## src/rtl/ps2_key_tracker_pkg.sv

```systemverilog
// Shared constants, FSM state type and frame check for the PS/2 key tracker.
package ps2_pkg;
  localparam logic [7:0] PS2_BREAK      = 8'hF0;
  localparam logic [7:0] PS2_EXT        = 8'hE0;
  localparam int         PS2_FRAME_BITS = 11;

  typedef enum logic [1:0] {IDLE, PRESSED, BREAK, BREAK_IDLE} key_state_e;

  // Frame bit 0 is start, 8:1 data (LSB first), 9 odd parity, 10 stop.
  function automatic logic frame_ok(input logic [10:0] f);
    return ~f[0] & f[10] & (^f[9:1]);
  endfunction
endpackage

```

## src/rtl/ps2_key_tracker_if.sv

```systemverilog
// Pin/display bundle between the keyboard pins, the tracker and the decoder.
interface ps2_key_tracker_if;
  logic       ps2_clk;
  logic       ps2_data;
  logic [7:0] scancode;
  logic [7:0] key_count;
  logic       seg_en;
  logic       frame_err;
  logic       overflow;

  modport master (output ps2_clk, ps2_data,
                  input  scancode, key_count, seg_en, frame_err, overflow);
  modport slave  (input  ps2_clk, ps2_data,
                  output scancode, key_count, seg_en, frame_err, overflow);
endinterface

```

## src/rtl/ps2_key_tracker_rx.sv

```systemverilog
// PS/2 frame receiver: synchronisers, falling-edge sampling, frame check and
// partial-frame timeout. byte_valid_o is combinational in the edge cycle so
// the FIFO write lands at the end of that same cycle.
module ps2_rx
  import ps2_pkg::*;
#(
  parameter int TIMEOUT = 50000
) (
  input  logic       clk,
  input  logic       rst_n,
  input  logic       ps2_clk_i,
  input  logic       ps2_data_i,
  output logic       byte_valid_o,
  output logic [7:0] byte_data_o,
  output logic       frame_err_o
);
  localparam int TW = $clog2(TIMEOUT + 1);

  logic [2:0]    clk_sync_q;
  logic [1:0]    dat_sync_q;
  logic [3:0]    bit_cnt_q, bit_cnt_d;
  logic [9:0]    shift_q, shift_d;
  logic [TW-1:0] idle_q, idle_d;
  logic          frame_err_q, frame_err_d;
  logic          fall;
  logic [10:0]   frame;

  // Synchronisers reset low so a line already high after reset never looks
  // like a falling edge.
  always_ff @(posedge clk or negedge rst_n) begin
    if (!rst_n) begin
      clk_sync_q <= '0;
      dat_sync_q <= '0;
    end else begin
      clk_sync_q <= {clk_sync_q[1:0], ps2_clk_i};
      dat_sync_q <= {dat_sync_q[0], ps2_data_i};
    end
  end

  assign fall  = clk_sync_q[2] & ~clk_sync_q[1];
  assign frame = {dat_sync_q[1], shift_q};

  // Bit counting, shifting, end-of-frame check and idle timeout.
  always_comb begin
    bit_cnt_d    = bit_cnt_q;
    shift_d      = shift_q;
    idle_d       = idle_q;
    frame_err_d  = 1'b0;
    byte_valid_o = 1'b0;
    if (fall) begin
      idle_d = '0;
      if (bit_cnt_q == 4'(PS2_FRAME_BITS - 1)) begin
        bit_cnt_d    = '0;
        byte_valid_o = frame_ok(frame);
        frame_err_d  = ~frame_ok(frame);
      end else begin
        bit_cnt_d = bit_cnt_q + 4'd1;
        shift_d   = {dat_sync_q[1], shift_q[9:1]};
      end
    end else if (bit_cnt_q != '0) begin
      if (idle_q == TW'(TIMEOUT - 1)) begin
        bit_cnt_d = '0;
        idle_d    = '0;
      end else begin
        idle_d = idle_q + TW'(1);
      end
    end
  end

  // Receiver state registers.
  always_ff @(posedge clk or negedge rst_n) begin
    if (!rst_n) begin
      bit_cnt_q   <= '0;
      shift_q     <= '0;
      idle_q      <= '0;
      frame_err_q <= 1'b0;
    end else begin
      bit_cnt_q   <= bit_cnt_d;
      shift_q     <= shift_d;
      idle_q      <= idle_d;
      frame_err_q <= frame_err_d;
    end
  end

  assign byte_data_o = frame[8:1];
  assign frame_err_o = frame_err_q;
endmodule

```

## src/rtl/ps2_key_tracker.sv

```systemverilog
// PS/2 keyboard front end: receiver, byte FIFO and make/break tracking FSM
// feeding the seven-segment decoder.
module ps2_key_tracker
  import ps2_pkg::*;
#(
  parameter int FIFO_DEPTH = 8,
  parameter int TIMEOUT    = 50000
) (
  input logic               clk,
  input logic               rst_n,
  ps2_key_tracker_if.slave  bus
);
  localparam int           AW      = $clog2(FIFO_DEPTH);
  localparam logic [AW:0]  PTR_ONE = (AW + 1)'(1);
  localparam logic [AW:0]  PTR_MSB = {1'b1, {AW{1'b0}}};

  logic       byte_valid;
  logic [7:0] byte_data;
  logic       frame_err;

  ps2_rx #(.TIMEOUT(TIMEOUT)) u_rx (
    .clk          (clk),
    .rst_n        (rst_n),
    .ps2_clk_i    (bus.ps2_clk),
    .ps2_data_i   (bus.ps2_data),
    .byte_valid_o (byte_valid),
    .byte_data_o  (byte_data),
    .frame_err_o  (frame_err)
  );

  logic [7:0] mem_q [FIFO_DEPTH];
  logic [AW:0] wr_q, rd_q;
  logic        full, empty, pop, push;
  logic [7:0]  rd_byte;

  assign full    = (wr_q ^ rd_q) == PTR_MSB;
  assign empty   = wr_q == rd_q;
  assign pop     = ~empty;
  // A full FIFO still accepts a byte when the head leaves in the same cycle.
  assign push    = byte_valid & (~full | pop);
  assign rd_byte = mem_q[rd_q[AW-1:0]];

  // FIFO storage needs no reset; emptiness is carried by the pointers.
  always_ff @(posedge clk) begin
    if (push) mem_q[wr_q[AW-1:0]] <= byte_data;
  end

  logic ovf_q;

  // FIFO pointers and the sticky drop flag.
  always_ff @(posedge clk or negedge rst_n) begin
    if (!rst_n) begin
      wr_q  <= '0;
      rd_q  <= '0;
      ovf_q <= 1'b0;
    end else begin
      if (push) wr_q <= wr_q + PTR_ONE;
      if (pop)  rd_q <= rd_q + PTR_ONE;
      if (byte_valid & ~push) ovf_q <= 1'b1;
    end
  end

  key_state_e state_q;
  logic [7:0] cur_q, scancode_q, count_q;
  logic       seg_en_q;

  // Key FSM: consumes one byte per cycle, extended prefix is transparent.
  always_ff @(posedge clk or negedge rst_n) begin
    if (!rst_n) begin
      state_q    <= IDLE;
      cur_q      <= '0;
      scancode_q <= '0;
      count_q    <= '0;
      seg_en_q   <= 1'b0;
    end else if (pop && rd_byte != PS2_EXT) begin
      case (state_q)
        IDLE: begin
          if (rd_byte == PS2_BREAK) begin
            state_q <= BREAK_IDLE;
          end else begin
            scancode_q <= rd_byte;
            cur_q      <= rd_byte;
            count_q    <= count_q + 8'd1;
            seg_en_q   <= 1'b1;
            state_q    <= PRESSED;
          end
        end
        PRESSED: begin
          if (rd_byte == PS2_BREAK) begin
            state_q <= BREAK;
          end else if (rd_byte != cur_q) begin
            scancode_q <= rd_byte;
            cur_q      <= rd_byte;
            count_q    <= count_q + 8'd1;
          end
        end
        BREAK: begin
          if (rd_byte == cur_q) begin
            seg_en_q <= 1'b0;
            state_q  <= IDLE;
          end else begin
            state_q <= PRESSED;
          end
        end
        BREAK_IDLE: state_q <= IDLE;
        default:    state_q <= IDLE;
      endcase
    end
  end

  assign bus.scancode  = scancode_q;
  assign bus.key_count = count_q;
  assign bus.seg_en    = seg_en_q;
  assign bus.frame_err = frame_err;
  assign bus.overflow  = ovf_q;
endmodule
```

## src/flat_wrapper.sv

```systemverilog
// flat-port wrapper written by rule: the top's interface ports become plain ports
module ps2_key_tracker_flat import ps2_pkg::*;
#(
  parameter int FIFO_DEPTH = 8,
  parameter int TIMEOUT    = 50000
)
  (clk, rst_n, bus_ps2_clk, bus_ps2_data, bus_scancode, bus_key_count, bus_seg_en, bus_frame_err, bus_overflow);
  ps2_key_tracker_if bus_i ();
  input logic clk;
  input logic rst_n;
  input wire logic [$bits(bus_i.ps2_clk)-1:0] bus_ps2_clk;
  input wire logic [$bits(bus_i.ps2_data)-1:0] bus_ps2_data;
  output wire logic [$bits(bus_i.scancode)-1:0] bus_scancode;
  output wire logic [$bits(bus_i.key_count)-1:0] bus_key_count;
  output wire logic [$bits(bus_i.seg_en)-1:0] bus_seg_en;
  output wire logic [$bits(bus_i.frame_err)-1:0] bus_frame_err;
  output wire logic [$bits(bus_i.overflow)-1:0] bus_overflow;
  assign bus_i.ps2_clk = bus_ps2_clk;
  assign bus_i.ps2_data = bus_ps2_data;
  assign bus_scancode = bus_i.scancode;
  assign bus_key_count = bus_i.key_count;
  assign bus_seg_en = bus_i.seg_en;
  assign bus_frame_err = bus_i.frame_err;
  assign bus_overflow = bus_i.overflow;
  ps2_key_tracker #(.FIFO_DEPTH(FIFO_DEPTH), .TIMEOUT(TIMEOUT)) u_core (.clk(clk), .rst_n(rst_n), .bus(bus_i));
endmodule
```

## config.mk

```make
export PLATFORM = sky130hd
export DESIGN_NAME = ps2_key_tracker_flat
export DESIGN_NICKNAME = d
export VERILOG_FILES = /design/src/rtl/ps2_key_tracker_pkg.sv /design/src/rtl/ps2_key_tracker_if.sv /design/src/rtl/ps2_key_tracker_rx.sv /design/src/rtl/ps2_key_tracker.sv /design/src/flat_wrapper.sv
export SDC_FILE = /design/constraint.sdc
export NUM_CORES = 1
export LEC_CHECK = 0
export ABC_AREA = 1
export BUFFER_PORTS_ARGS = -buffer_cell sky130_fd_sc_hd__buf_2
export CAP_MARGIN = 20
export CORE_MARGIN = 8
export CORE_UTILIZATION = 50
export CTS_BUF_LIST = sky130_fd_sc_hd__clkbuf_4 sky130_fd_sc_hd__clkbuf_8 sky130_fd_sc_hd__clkbuf_16
export CTS_CLUSTER_SIZE = 12
export DETAILED_ROUTE_END_ITERATION = 10
export GPL_TIMING_DRIVEN = 0
export PLACE_DENSITY_LB_ADDON = 0.25
export SYNTH_ARGS = -nofsm -noshare
export SYNTH_HDL_FRONTEND = slang
export SYNTH_SLANG_ARGS = --single-unit
```

## constraint.sdc

```tcl
create_clock -name clk -period 2.7 [get_ports clk]
set_input_delay 0.27 -clock clk [delete_from_list [all_inputs] [get_ports clk]]
set_output_delay 0.27 -clock clk [all_outputs]
set_load 0.02 [all_outputs]
```

Word level (Yosys, flattened, before mapping)
Memories as Yosys holds them, arrays and structs flattened.
Index checks and enable logic that the tools add are counted.
{"block": "totals", "regBits": 64, "mem_bits_rw": 64, "out_inout_bits": 19, "word_cells": 90, "mem_count": 1}
{"block": "classes", "add_sub_neg": 5, "eq_ne": 16, "muxes": 28, "bitwise": 14, "n_reduce_logical": 13}
{"memory": "u_core.mem_q", "depth": 8, "word_bits": 8, "read_ports": 1, "rd_clocked_by_memory_dff": 0, "write_ports": 1, "line": "ps2_key_tracker.sv:31", "rtl": "logic [7:0] mem_q [FIFO_DEPTH];"}
{"cell": "16-bit 2-to-1 mux", "count": 3}
{"cell": "8-bit 2-to-1 mux", "count": 6}
{"cell": "8-bit case mux with 2 select lines", "count": 2}
{"cell": "16-bit by 1-bit adder with 16-bit output, second input constant", "count": 1}
{"cell": "16-bit == test, second input constant", "count": 1}
{"cell": "4-bit 2-to-1 mux", "count": 4}
{"cell": "4-bit by 1-bit adder with 4-bit output, second input constant", "count": 3}
{"cell": "1-bit 2-to-1 mux", "count": 9}
{"cell": "9-bit XOR reduction", "count": 1}
{"cell": "8-bit by 1-bit adder with 8-bit output, second input constant", "count": 1}
{"cell": "4-bit == test, second input constant", "count": 2}
{"cell": "8-bit == test", "count": 1}
{"cell": "8-bit == test, second input constant", "count": 1}
{"cell": "8-bit inequality test", "count": 1}
{"cell": "8-bit inequality test, second input constant", "count": 1}
{"cell": "2-bit case mux with 4 select lines", "count": 1}
{"cell": "2-bit nonzero test", "count": 4}
{"cell": "1-bit NOT", "count": 7}
{"cell": "2-bit by 1-bit inequality test with 1-bit output, second input constant", "count": 3}
{"cell": "2-bit AND reduction", "count": 3}
{"cell": "1-bit bitwise AND", "count": 5}
{"cell": "5-bit AND reduction", "count": 1}
{"cell": "2-bit == test, second input constant", "count": 2}
{"cell": "4-bit == test", "count": 1}
{"cell": "other kinds (10)", "count": 12}

Depth between registers and ports, before layout
Gate-level depths: netlist of the first run.
{"block": "depth", "word_depth": 8, "depth_mapped": 18}

Hierarchy
From an unflattened synthesis of the first run, not the netlist that was laid out.
{"block": "hier_totals", "hier_cells": 739, "area_unflattened_um2": 6422.4}
{"mod": "ps2_key_tracker", "n_inst": 1, "cells_each": 486, "area_each_um2": 4476.8}
{"mod": "ps2_rx", "n_inst": 1, "cells_each": 253, "area_each_um2": 1945.6}

Worst setup path before layout of the first run
No wires, ideal clock.
{"block": "synth_path", "path_type": "reg-to-reg", "startpoint": "reg u_core.u_rx.shift_q[5]", "endpoint": "mem u_core.mem_q[0][0] (enable)", "arrival_ns": 1.759, "required_ns": 2.330, "setup_slack_ns": 0.571, "stages_incl_launch_ff": 8, "period_less_slack_ns": 2.129, "cell_sequence": "dfrtp_1 > xnor2_1 > xnor2_1 > xor2_1 > nand2_1 > nand2_1 > nand4_1 > nor2_1"}
{"block": "synth_between", "elab_chain_len": 7}
{"element": "start, declared", "line": "ps2_key_tracker_rx.sv:22", "rtl": "logic [9:0] shift_q, shift_d;"}
{"element": "start signal, assigned", "line": "ps2_key_tracker_rx.sv:79", "rtl": "shift_q <= shift_d;"}
{"element": "9-bit XOR reduction", "line": "ps2_key_tracker_pkg.sv:11", "rtl": "return ~f[0] & f[10] & (^f[9:1]);"}
{"element": "1-bit bitwise AND", "line": "ps2_key_tracker_pkg.sv:11"}
{"element": "1-bit 2-to-1 mux", "line": "ps2_key_tracker_rx.sv:52", "rtl": "if (bit_cnt_q == 4'(PS2_FRAME_BITS - 1)) begin"}
{"element": "1-bit 2-to-1 mux", "line": "ps2_key_tracker_rx.sv:50", "rtl": "if (fall) begin"}
{"element": "1-bit bitwise AND", "line": "ps2_key_tracker.sv:40", "rtl": "assign push = byte_valid & (~full | pop);"}
{"element": "1-bit 2-to-1 mux", "line": "ps2_key_tracker.sv:45", "rtl": "if (push) mem_q[wr_q[AW-1:0]] <= byte_data;"}
{"element": "1-bit 2-to-1 mux (implied by the code)", "line": "ps2_key_tracker.sv:45"}
{"element": "end, declared", "line": "ps2_key_tracker.sv:31"}
No other way between the ends.

Worst setup path in the final report of the first run
{"block": "layout_path", "startpoint": "reg u_core.u_rx.shift_q[4]", "endpoint": "mem u_core.mem_q[3][1] (enable)"}
Same word-level chain as after synthesis.

==> impl_metrics.py, run 1 <==
metrics = {
    "synthesis": {
        "avgSynthCellArea_um2": 8.82,
        "ys_seq_area_share_pct": 56.9,
        "synth.ff_latch_count": 128,
        "synth-simple-area-share_pct": 26.5,
        "synth_area_um2": 6200,
        "synth_nets": 714,
        "yosysUniqueCellTypes": 35,
        "synth_mux_area_share_pct": 0.162,
        "synth_top_area_share_pct": 31.0,
        "yosys_warnings": 0,
        "yosysTopAreaCell": "edfxtp_1",
        "synth-xor-area-share_pct": 3.11,
        "synth_area_leaders": "edfxtp_1 31%, dfrtp_1 26%, nand2_1 14%, inv_1 6.3%, nand3_1 6.1%",
        "synthAdderAreaFrac_pct": 1.41,
        "synthCells": 703,
        "synth_compound_area_share_pct": 3.07,
        "synth_top_family_by_area": "simple AND/OR/NAND/NOR gates",
    },
    "layout": {
        "area_growth_syn_to_layout_pct": 15.2,
        "diodes": 0,
        "drive_above_1_share_pct": 11.6,
        "layout_common_cells": "230 x nand2_1, 104 x inv_1, 76 x nand3_1",
        "fin_util_pct": 59.2,
        "final_common_cell": "nand2_1",
        "final_nets": 758,
        "stdcell_count": 928,
        "fill_cells": 1015,
    },
    "clock_tree": {
        "cts_buffer_depth": 2,
        "htreeDepth": 4,
        "cts_root_buf": "clkbuf_16",
        "cts_made_buffers": 17,
        "cts_tree": "built",
        "clk_latency_ps": 420,
        "cts_sinks": 128,
        "cts.clk_slew.worst_paths_ps": 60,
        "post_cts_buffers": 0,
    },
    "routing": {
        "drt-vias-per-instance": 5.03,
        "drc": 0,
        "vias": 4667,
        "drt_wl_total_um": 13000,
        "first_iter_violations": 382,
        "drtPass1Iterations": 5,
        "post_drt_wl_per_cell_um": 14.0,
        "ant_nets": 0,
    },
    "sta": {
        "setup_tns_ps": 0,
        "rsz0062_at_grt": "yes",
        "relSlewSlack_pct": 46.3,
        "setup_violations": 0,
        "fin_crit_ps": 2660,
        "fin_crit_sh_pct": 98.4,
        "clock_skew_ps": 7.88,
        "worst_pin_slew_ps": 806,
        "timing.final.ws_setup_ps": 42.1,
        "finalMaxSlewViolations": 0,
        "finalHoldViolations": 0,
        "max_freq_ghz": 0.376,
    },
    "floorplan": {
        "core_um2": 12100,
        "boundaryPins": 23,
        "initial_core_util_pct": 51.4,
        "num_rows": 40,
        "die_x_um": 127,
        "die_y_um": 127,
        "dieArea_um2": 16200,
    },
    "min_path": {
        "hold_depth": 0,
        "hold_end": "u_core.u_rx.clk_sync_q[1]",
        "hold_class": "flip-flop to flip-flop",
        "hp-start": "u_core.u_rx.clk_sync_q[0]",
    },
    "global_route": {
        "track_usage_pct": 16.9,
        "overflow": 0,
        "grt_pass1_wl_um": 21400,
        "antenna_found_initial": 0,
        "grt_max_degree": 65,
        "first_global_vias": 4413,
    },
    "critical_path": {
        "reg2reg_to": "u_core.mem_q[3][1]",
        "reg2reg_slack_ps": 40,
        "critPathMaxFanout": 10,
        "crit_arrival_ps": 2710,
        "rr_worst_depth": 7,
        "worst_setup_path_start_kind": "flip-flop",
        "r2r-start": "u_core.u_rx.shift_q[4]",
        "required_ps": 2750,
        "path_class": "flip-flop to flip-flop",
        "end_kind": "flip-flop",
    },
    "power_and_ir_drop": {
        "ir_drop_mv": 0.535,
        "p_sw_w": 0.00294,
        "powerDensity_nw_per_um2": 1060,
        "p_seq_share_pct": 35.8,
        "pwr-share-comb_pct": 35.4,
        "p_clk_share_pct": 28.8,
        "p_sw_share_pct": 38.8,
        "p_leak_nw": 3.43,
        "power.internal_w": 0.00464,
    },
    "placement": {
        "hpwl_um": 9040,
        "portBuffers": 22,
        "place_inst": 893,
        "dp_slack_ps": -153,
        "gp_congestion": 0.828,
    },
    "run": {
        "cap_violations": 0,
    },
    "run_status": {
        "status": "complete, no violations",
    },
}
==> routing by layer <==
| metal | track usage [%] | vias to the layer above | wire length [µm] |
|---|---|---|---|
| li1 | - | 2329 | - |
| met1 | 20.9 | 2190 | 5800 |
| met2 | 27.6 | 122 | 6240 |
| met3 | 4.66 | 26 | 707 |
| met4 | 6.51 | 0 | 252 |
| met5 | 0 | - | 0 |
==> stage by stage <==
step	hold slack [ps]	total power (W)	instance area (µm²)
finish	344	0.00758	7140
global route	364	0.00809	7140
floorplan	-25.6	0.00470	6200
global placement	332	0.00533	6520
detailed placement	336	0.00542	6520
CTS	345	0.00762	7130
==> timing repair <==
item	4_1_cts	5_1_grt
endpoints found under the hold margin	61	0
gates resized for setup	5	3
endpoints found under the setup margin	64	64
hold buffers	3	0
==> layout make-up <==
cell class                      count  area (µm²)  area share, %
Clock buffer                       18         439           6.15
Inverter                          109         412           5.76
Clock inverter                     14         133           1.86
Tap cell                          168         210           2.94
Timing Repair Buffer               25         143           2.00
Multi-Input combinational cell    445        2140           30.0
Sequential cell                   128        3520           49.3
Buffer                             21         141           1.98
==> how the worst max path moves through the flow <==
| stage | cells past startpoint | slack, ps | startpoint | to |
|---|---|---|---|---|
| 6_report | 7 | 40 | u_core.u_rx.shift_q[4] | u_core.mem_q[3][1] |
| 5_1_grt | 7 | -120 | u_core.u_rx.shift_q[6] | u_core.mem_q[0][2] |
| 4_1_cts | 7 | -170 | u_core.u_rx.shift_q[6] | u_core.mem_q[2][1] |
| 3_5_place_dp | 7 | -150 | u_core.u_rx.shift_q[6] | u_core.mem_q[0][3] |
| 3_3_place_gp | 7 | -60 | u_core.u_rx.shift_q[4] | u_core.mem_q[3][3] |
| 2_1_floorplan | 7 | 570 | u_core.u_rx.shift_q[5] | u_core.mem_q[0][0] |
==> cells by family (layout without fill, tap and decap cells) <==
| kind of cell | count (synthesis) | in the layout |
|---|---|---|
| multiplexers | 1 | 1 |
| adder cells (fa/ha/maj) | 7 | 7 |
| AND/OR/NAND/NOR | 380 | 380 |
| AO/OA/AOI/OAI | 35 | 35 |
| flip-flops | 128 | 128 |
| XOR/XNOR | 22 | 22 |
| buffers and inverters | 130 | 187 |
==> critical path: stages (launching register included) <==
cell and delay [ps]:
dfrtp_1 520, xnor2_1 270, xnor2_1 180, xor2_1 210, nand2_1 70, nand2_1 190
nand4_1 290, nor2_2 570
==> power groups by stage <==
stage	Combinational (W)	Clock, W	Sequential [W]
global placement	0.00261	0	0.00273
floorplan	0.00190	0	0.00279
global route	0.00303	0.00230	0.00277
finish	0.00268	0.00218	0.00271
CTS	0.00269	0.00221	0.00271
detailed placement	0.00268	0	0.00275
==> Yosys cell counts <==
cell type and n:
clkinv_1 1, buf_4 6, nor4_1 2, nand3_1 76, nand2_2 2, xor2_1 12, inv_4 1, o211ai_1 1
o21a_1 1, xnor2_1 10, nand2_1 230, inv_2 3, nand2_4 2, nor2_1 37, o21ai_0 19, o32ai_1 1
buf_2 2, clkbuf_1 8, ha_1 7, a21oi_1 10, a21boi_0 1, nand3_4 1, nand4_1 13, nor3b_1 2
edfxtp_1 64, mux2i_1 1, nor2_2 3, dfrtp_1 64, inv_1 104, nand3b_1 1, buf_6 5, a211oi_1 1
nor2_8 1, o22ai_1 1, nor3_1 10
==> state kept, by name, indices dropped and copies added (netlist names), 2 cells and up <==
register	count
u_core.mem_q	64
u_core.u_rx.idle_q	16
u_core.u_rx.shift_q	10
u_core.bus.key_count	8
u_core.cur_q	8
u_core.rd_q	4
u_core.u_rx.bit_cnt_q	4
u_core.wr_q	4
u_core.u_rx.clk_sync_q	3
u_core.state_q	2
u_core.u_rx.dat_sync_q	2
Note: power is estimated with default switching activity, not from simulation.
==> run 2: changes to the inputs <==
--- a/config.mk
+++ b/config.mk
@@ -14,7 +14,7 @@
 export CTS_CLUSTER_SIZE = 12
 export DETAILED_ROUTE_END_ITERATION = 10
 export GPL_TIMING_DRIVEN = 0
-export PLACE_DENSITY_LB_ADDON = 0.25
+export PLACE_DENSITY = 0.67
 export SYNTH_ARGS = -nofsm -noshare
 export SYNTH_HDL_FRONTEND = slang
 export SYNTH_SLANG_ARGS = --single-unit
==> run 2 against run 1 <==
  * Non-clock buffer count unchanged
  * Sequential power barely moved
  * Critical path type unchanged
  * Combinational power about the same
  * Highest routed layer unchanged
  * First-iteration DRC count up 3.1%
  * The flow now finishes with violations (negative setup slack)
==> impl_metrics.py, run 2 (synthesis results as in run 1) <==
metrics = {
    "run_status": {
        "status": "finished, violations left",
        "violations": "negative setup slack",
    },
    "sta": {
        "relSlewSlack_pct": 45.1,
        "clock_skew_ps": 14.5,
        "rsz0062_at_grt": "yes",
        "setup_violations": 3,
        "max_freq_ghz": 0.370,
        "fin_crit_sh_pct": 100,
        "finalHoldViolations": 0,
        "worst_pin_slew_ps": 823,
        "fin_crit_ps": 2700,
        "timing.final.ws_setup_ps": -4.61,
        "setup_tns_ps": -13.6,
        "finalMaxSlewViolations": 0,
    },
    "floorplan": {
        "initial_core_util_pct": 51.4,
        "boundaryPins": 23,
        "die_x_um": 127,
        "num_rows": 40,
        "dieArea_um2": 16200,
        "die_y_um": 127,
        "core_um2": 12100,
    },
    "routing": {
        "drt_wl_total_um": 13400,
        "post_drt_wl_per_cell_um": 14.5,
        "drtPass1Iterations": 7,
        "first_iter_violations": 394,
        "drc": 0,
        "ant_nets": 0,
        "drt-vias-per-instance": 5.06,
        "vias": 4692,
    },
    "clock_tree": {
        "post_cts_buffers": 0,
        "htreeDepth": 4,
        "cts_made_buffers": 17,
        "cts_root_buf": "clkbuf_16",
        "clk_latency_ps": 430,
        "cts_sinks": 128,
        "cts_tree": "built",
        "cts_buffer_depth": 2,
        "cts.clk_slew.worst_paths_ps": 60,
    },
    "global_route": {
        "overflow": 0,
        "first_global_vias": 4506,
        "grt_pass1_wl_um": 22100,
        "antenna_found_initial": 0,
        "grt_max_degree": 65,
        "track_usage_pct": 17.7,
    },
    "critical_path": {
        "crit_arrival_ps": 2760,
        "end_kind": "flip-flop",
        "r2r-start": "u_core.u_rx.shift_q[6]",
        "reg2reg_slack_ps": -5,
        "crit_start": "u_core.u_rx.shift_q[6]",
        "path_class": "flip-flop to flip-flop",
        "critPathMaxFanout": 10,
        "required_ps": 2750,
        "worst_setup_path_start_kind": "flip-flop",
    },
    "power_and_ir_drop": {
        "power.total_w": 0.00787,
        "p_leak_nw": 3.44,
        "powerDensity_nw_per_um2": 1090,
        "ir_drop_mv": 0.417,
    },
    "placement": {
        "gp_congestion": 0.847,
        "dp_slack_ps": -164,
        "place_inst": 893,
        "portBuffers": 22,
        "hpwl_um": 9180,
    },
    "run": {
        "cap_violations": 0,
    },
    "layout": {
        "diodes": 0,
        "layout_common_cells": "230 x nand2_1, 104 x inv_1, 76 x nand3_1",
        "drive_above_1_share_pct": 11.6,
        "fin_util_pct": 59.7,
        "area_growth_syn_to_layout_pct": 16.2,
        "fill_cells": 1016,
        "final_nets": 758,
        "final_common_cell": "nand2_1",
        "stdcell_count": 928,
        "largest_reg_flops": 64,
    },
    "min_path": {
        "hold_class": "flip-flop to flip-flop",
        "hp-start": "u_core.u_rx.clk_sync_q[0]",
    },
}
## run 2: where the power goes
group          switching (W)  internal [W]
Sequential          0.000337       0.00238
Clock               0.000863       0.00158
Combinational        0.00175      0.000956
## run 2: stage by stage
stage | instance area [µm²] | hold WS [ps]
detailed placement | 6520 | 341
CTS | 7190 | 354
global route | 7200 | 367
floorplan | 6200 | -25.6
global placement | 6520 | 342
finish | 7200 | 352
## run 2: worst max-delay path, cell delays in order, from the launching register on
cell	delay [ps]
dfrtp_1	520
xnor2_1	210
xnor2_1	230
xor2_1	200
nand2_1	70
nand2_1	180
nand4_1	320
nor2_2	590
## run 2: final cells by class
type | count | area, µm² | area share, %
plain buffers | 21 | 141 | 1.96
clock buffers | 19 | 447 | 6.20
clock inverters | 13 | 186 | 2.59
inverters | 109 | 412 | 5.71
multi-input cells | 445 | 2140 | 29.7
flip-flops and latches | 128 | 3520 | 48.9
well taps | 168 | 210 | 2.92
repair buffers | 25 | 143 | 1.98
## run 2: path summary, 6_finish.rpt
| check | cells past startpoint | endpoint |
|---|---|---|
| worst min-delay path | 0 | u_core.u_rx.clk_sync_q[1] |
| worst min register to register | 0 | u_core.u_rx.clk_sync_q[1] |
| max in group asynchronous | 2 | u_core.u_rx.shift_q[4] |
| worst max register to register | 7 | u_core.mem_q[1][5] |
| min in group asynchronous | 2 | u_core.cur_q[2] |
| worst max-delay path | 7 | u_core.mem_q[1][5] |
## run 2: metal layers
layer	track usage, %	up-vias	part of all wire (%)
li1	-	2332	-
met1	22.0	2189	43
met2	27.8	141	47
met4	9.66	0	2.6
met5	0	-	0
met3	4.58	30	6.8
## run 2: timing repair
| item | CTS | global route |
|---|---|---|
| gates cloned | 0 | 0 |
| hold endpoints to repair | 66 | 0 |
| endpoints found under the setup margin | 48 | 56 |
| hold buffers | 3 | 0 |
| resized for setup | 4 | 4 |
